--- config.mk ---
export PLATFORM = sky130hd
export DESIGN_NAME = csla_pipe_flat
export DESIGN_NICKNAME = d
export VERILOG_FILES = /design/src/rtl/csla_if.sv /design/src/rtl/csla_pipe.sv /design/src/flat_wrapper.sv
export SDC_FILE = /design/constraint.sdc
export NUM_CORES = 1
export LEC_CHECK = 0
export ABC_AREA = 1
export CORE_MARGIN = 8
export CORE_UTILIZATION = 63
export CTS_BUF_LIST = sky130_fd_sc_hd__clkbuf_4 sky130_fd_sc_hd__clkbuf_8
export DETAILED_ROUTE_END_ITERATION = 8
export GPL_ROUTABILITY_DRIVEN = 0
export PLACE_DENSITY = 0.94
export SLEW_MARGIN = 0
export SYNTH_ARGS = -nofsm -noshare
export SYNTH_HDL_FRONTEND = slang
export SYNTH_SLANG_ARGS = --single-unit
export TNS_END_PERCENT = 20
--- constraint.sdc ---
create_clock -name clk -period 12.3 [get_ports clk]
set_clock_uncertainty 0.2 [all_clocks]
set_input_delay 1.23 -clock clk [delete_from_list [all_inputs] [get_ports clk]]
set_output_delay 1.23 -clock clk [all_outputs]
set_load 0.1 [all_outputs]
--- src/rtl/csla_if.sv ---
// csla_if: operand/result valid-ready bundle for csla_pipe
interface csla_if #(
    parameter int WIDTH = 32
);
    logic             in_valid, in_ready, cin, sub;
    logic             out_valid, out_ready, cout, ovf;
    logic [WIDTH-1:0] a, b, sum;
    modport master (output in_valid, a, b, cin, sub, out_ready,
                    input  in_ready, out_valid, sum, cout, ovf);
    modport slave  (input  in_valid, a, b, cin, sub, out_ready,
                    output in_ready, out_valid, sum, cout, ovf);
endinterface

--- src/rtl/csla_pipe.sv ---
// csla_pipe: pipelined carry-select adder/subtractor with per-stage valid/ready flow control
module csla_pipe #(
    parameter int WIDTH       = 32,
    parameter int BLOCK       = 4,
    parameter int BLK_PER_STG = 2
) (
    input logic   clk,
    input logic   rst,
    csla_if.slave io
);
    localparam int NBLK = WIDTH / BLOCK;
    localparam int LAT  = (NBLK + BLK_PER_STG - 1) / BLK_PER_STG;

    if (WIDTH % BLOCK != 0 || BLK_PER_STG < 1 || BLK_PER_STG > NBLK) begin : g_bad_cfg
        $error("csla_pipe: WIDTH must be a multiple of BLOCK and BLK_PER_STG must be 1..NBLK");
    end

    logic [LAT:0]     rdy;
    logic [LAT-1:0]   v_q, v_d, c_q, c_d, cm_q, cm_d;
    logic [WIDTH-1:0] a_q [LAT];
    logic [WIDTH-1:0] a_d [LAT];
    logic [WIDTH-1:0] b_q [LAT];
    logic [WIDTH-1:0] b_d [LAT];
    logic [WIDTH-1:0] s_q [LAT];
    logic [WIDTH-1:0] s_d [LAT];
    logic [WIDTH-1:0] ua, ub, us;
    logic             uv, uc, ucm;
    logic [BLOCK:0]   r0, r1;

    // Ready ripples back from the consumer; each stage resolves its own groups from upstream and loads when ready
    always_comb begin
        rdy = '0;
        rdy[LAT] = io.out_ready;
        for (int k = LAT - 1; k >= 0; k--) rdy[k] = !v_q[k] || rdy[k+1];
        v_d  = v_q;
        c_d  = c_q;
        cm_d = cm_q;
        a_d  = a_q;
        b_d  = b_q;
        s_d  = s_q;
        ua   = '0;
        ub   = '0;
        us   = '0;
        uv   = 1'b0;
        uc   = 1'b0;
        ucm  = 1'b0;
        r0   = '0;
        r1   = '0;
        for (int k = 0; k < LAT; k++) begin
            if (k == 0) begin
                uv  = io.in_valid;
                ua  = io.a;
                ub  = io.sub ? ~io.b : io.b;
                us  = '0;
                uc  = io.sub | io.cin;
                ucm = 1'b0;
            end else begin
                uv  = v_q[k-1];
                ua  = a_q[k-1];
                ub  = b_q[k-1];
                us  = s_q[k-1];
                uc  = c_q[k-1];
                ucm = cm_q[k-1];
            end
            for (int g = 0; g < NBLK; g++) begin
                if (g / BLK_PER_STG == k) begin
                    r0 = {1'b0, ua[g*BLOCK +: BLOCK]} + {1'b0, ub[g*BLOCK +: BLOCK]};
                    r1 = r0 + (BLOCK+1)'(1);
                    if (g == 0) begin
                        r0 = r0 + {{BLOCK{1'b0}}, uc};
                        r1 = r0;
                    end
                    us[g*BLOCK +: BLOCK] = uc ? r1[BLOCK-1:0] : r0[BLOCK-1:0];
                    uc = uc ? r1[BLOCK] : r0[BLOCK];
                    if (g == NBLK - 1) ucm = us[WIDTH-1] ^ ua[WIDTH-1] ^ ub[WIDTH-1];
                end
            end
            v_d[k]  = rdy[k] ? uv  : v_q[k];
            c_d[k]  = rdy[k] ? uc  : c_q[k];
            cm_d[k] = rdy[k] ? ucm : cm_q[k];
            a_d[k]  = rdy[k] ? ua  : a_q[k];
            b_d[k]  = rdy[k] ? ub  : b_q[k];
            s_d[k]  = rdy[k] ? us  : s_q[k];
        end
    end

    // Stage registers; reset empties the pipe and clears all held data
    always_ff @(posedge clk or posedge rst) begin
        if (rst) begin
            v_q  <= '0;
            c_q  <= '0;
            cm_q <= '0;
            a_q  <= '{default: '0};
            b_q  <= '{default: '0};
            s_q  <= '{default: '0};
        end else begin
            v_q  <= v_d;
            c_q  <= c_d;
            cm_q <= cm_d;
            a_q  <= a_d;
            b_q  <= b_d;
            s_q  <= s_d;
        end
    end

    assign io.in_ready  = rdy[0];
    assign io.out_valid = v_q[LAT-1];
    assign io.sum       = s_q[LAT-1];
    assign io.cout      = c_q[LAT-1];
    assign io.ovf       = cm_q[LAT-1] ^ c_q[LAT-1];
endmodule
--- src/flat_wrapper.sv ---
// flat-port wrapper written by rule: the top's interface ports become plain ports
module csla_pipe_flat 
#(
    parameter int WIDTH       = 32,
    parameter int BLOCK       = 4,
    parameter int BLK_PER_STG = 2
)
  (clk, rst, io_in_valid, io_a, io_b, io_cin, io_sub, io_out_ready, io_in_ready, io_out_valid, io_sum, io_cout, io_ovf);
  csla_if #(.WIDTH(WIDTH)) io_i ();
  input logic clk;
  input logic rst;
  input wire logic [$bits(io_i.in_valid)-1:0] io_in_valid;
  input wire logic [$bits(io_i.a)-1:0] io_a;
  input wire logic [$bits(io_i.b)-1:0] io_b;
  input wire logic [$bits(io_i.cin)-1:0] io_cin;
  input wire logic [$bits(io_i.sub)-1:0] io_sub;
  input wire logic [$bits(io_i.out_ready)-1:0] io_out_ready;
  output wire logic [$bits(io_i.in_ready)-1:0] io_in_ready;
  output wire logic [$bits(io_i.out_valid)-1:0] io_out_valid;
  output wire logic [$bits(io_i.sum)-1:0] io_sum;
  output wire logic [$bits(io_i.cout)-1:0] io_cout;
  output wire logic [$bits(io_i.ovf)-1:0] io_ovf;
  assign io_i.in_valid = io_in_valid;
  assign io_i.a = io_a;
  assign io_i.b = io_b;
  assign io_i.cin = io_cin;
  assign io_i.sub = io_sub;
  assign io_i.out_ready = io_out_ready;
  assign io_in_ready = io_i.in_ready;
  assign io_out_valid = io_i.out_valid;
  assign io_sum = io_i.sum;
  assign io_cout = io_i.cout;
  assign io_ovf = io_i.ovf;
  csla_pipe #(.WIDTH(WIDTH), .BLOCK(BLOCK), .BLK_PER_STG(BLK_PER_STG)) u_core (.clk(clk), .rst(rst), .io(io_i));
endmodule
==> results.txt <==
Worst Hold Class: reg2reg
I/O pin total: 106
initial antenna violation count: 0
kind of critical path: in2out
Power Total: 2.31 mW
area growth from synthesis to final layout: 14.0%
Routed wire per std cell: 14.3 um
crit path launch type: input pin
GRT overflow: 0
CTS max path bufs: 2
RSZ-0062 raised after global routing: no
synthesized area per cell: 8.52 um2
relative slew slack: 33.7%
Vias: 7054
required time of the critical path: 10870 ps
CTS Root Cell: clkbuf_8
Post-CTS Resized: 0
initial detailed-routing violation count: 536
Post-CTS Setup Bufs: 0
Final Max Tran Viols: 0
cell row count: 44
first-pass GRT wire length: 31.6 mm
most common cell after layout, fill and taps aside: nand2_1
Worst Slack Setup Final: 3680 ps
Hold Path Sink: u_core.a_q[87]$_DFFE_PP0P_
Core ar.: 14400 um2
PD cells: 222 nW/um2
Mapped Area: 9130 um2
drt total wl: 18.9 mm
vias in the first global route: 6768
Buffers on Ports: 105
Arrival @ worst endpoint: 7190 ps
DP Area: 10000 um2
Slew @ Worst Pin: 991 ps
#FFs+latches synth: 185
Yosys cell types: 28
Synth Instances: 1071
largest net degree at the start of global routing: 88
HPWL reported at the end of detailed placement: 13.9 mm
Lkg Pwr: 5.19 nW
Max rail drop VDD: 111 uV
# nets final: 1243
worst path cell trace: clkdlybuf4s50_1 -> nor2_4 -> inv_2 -> nor2_4 -> buf_4 -> inv_2 -> nor2_4 -> inv_2 -> nor2_4 -> buf_4 -> inv_2 -> clkdlybuf4s50_1
register area: 4630 um2
commonest non-fill, non-tap cells in the layout: nand2_1 (437), dfrtp_1 (185), clkdlybuf4s50_1 (104)
status: completed
Clk Latency, worst-skew pair: 470 ps
Die Height: 136 um
first-pass iteration count of the detailed router: 5
CTS H-Tree Depth: 4
area of the multi-input gates: 3780 um2
Routed Antenna Nets: 0
R2R cell count: 13
CTS Hold Buffers Added: 0
Final min period: 8620 ps
DIE AREA: 18600 um2
Initial Util: 63.5%
GRT Total Usage: 21.3%
post-synthesis sequential area ratio: 50.7%
Final Hold Vio Count: 0
Reg clk slew, reported paths: 80 ps
Max Cap Violations: 0
Final Instance Area: 10400 um2
non-filler cells, final: 1322
synth warn: 0
setup TNS: 0 ps
Place WS: 3770 ps
Critical Path Sink Type: primary output
share of layout cells above drive strength 1: 4.39%
routed vias/inst: 5.34
hold path start: u_core.a_q[119]$_DFFE_PP0P_
Filler Cell Count: 977
# diodes: 0
fmax: 0.116 GHz
TritonCTS buffer count: 17
R2R Setup Slk: 6920 ps
R2R Path Start: u_core.v_q[3]$_DFFE_PP0P_
CTS tree: yes
CTS sink cnt: 185
worst hold margin: 280 ps
post-layout util: 72.4%
DP Cell Count: 1291
Die W: 136 um
period utilization: 70.1%
reg2reg end: u_core.c_q[0]$_DFFE_PP0P_
Min-Delay Path Depth: 2
syn nets: 1188
Setup-failing EPs final: 0
DRC viols: 0
critical path fanouts, max: 87
slowest stage cell, crit path: clkdlybuf4s50_1
CP peak stage delay: 1090 ps
-- layout make-up --
cell class | count | area share (%)
clock buffer | 23 | 2.86
sequential | 185 | 44.5
inverter | 78 | 2.86
timing repair buffer | 109 | 10.3
clock inverter | 8 | 0.914
multi-input combinational | 735 | 36.3
tap | 184 | 2.21
-- power by group --
part           switching, mW  total (mW)  internal [mW]
sequential             0.114       0.894          0.780
combinational          0.718        1.02          0.297
clock                  0.202       0.403          0.201
-- synth_stat cells --
master,count,area share [%]
o21ai_0,81,4.4
nor2_4,4,0.49
buf_4,36,3.0
o21a_1,1,0.082
a21oi_1,18,0.99
nand3b_1,2,0.16
xnor2_1,38,3.6
nand4_1,8,0.55
buf_6,1,0.12
a211oi_1,1,0.082
buf_1,6,0.25
o31ai_1,2,0.16
clkbuf_1,23,0.95
o21ai_1,5,0.27
ha_1,38,5.2
dfrtp_1,185,51
a31oi_1,8,0.55
nor3_1,3,0.16
nand2_1,437,18
nand3_1,39,2.1
inv_2,4,0.16
a21o_1,2,0.16
nor2_1,23,0.95
buf_2,7,0.38
inv_1,74,3.0
xor2_1,11,1.1
or2_2,5,0.34
fa_1,9,2.0
-- flip-flops by register name (all words and copies together), names as in the netlist, 4 cells and up --
name	flops
u_core.ub	8
u_core.ua	8
u_core.b_q	40
u_core.s_q	48
u_core.io.sum	32
u_core.a_q	40
u_core.v_q	4
u_core.c_q	4
-- cell families (layout without fill, tap and decap cells) --
family / after synthesis / in the layout / synth area share, %
buf+inv: 151 / 218 / 7.87
compound gates: 118 / 118 / 6.75
simple gates: 521 / 521 / 22.8
fa+ha+maj: 47 / 47 / 7.18
flops: 185 / 185 / 50.7
xor+xnor: 49 / 49 / 4.70
-- metal layers --
layer	wire length [um]	part of all wire [%]	global-route usage, %
met5	0	0	0
met2	8910	47	34.3
met1	8480	45	28.3
met3	1280	6.8	5.03
met4	214	1.1	6.28
-- worst max-delay path by stage --
stage                       startpoint                           to  slack, ps  cells past startpoint
final                     io_out_ready                  io_in_ready       3680                     12
after global routing      io_out_ready                  io_in_ready       3130                     12
after CTS                 io_out_ready                  io_in_ready       3720                     12
after detailed placement  io_out_ready                  io_in_ready       3770                     12
after global placement    io_out_ready                  io_in_ready       3890                     12
after floorplan                    rst  u_core.a_q[104]$_DFFE_PP0P_       5840                      1
-- critical path, delay by kind of cell --
family | cells | cell delay, ps
buffers and inverters | 8 | 4370
and+or+nand+nor | 4 | 1520
Note: power is estimated with default switching activity, not from simulation.
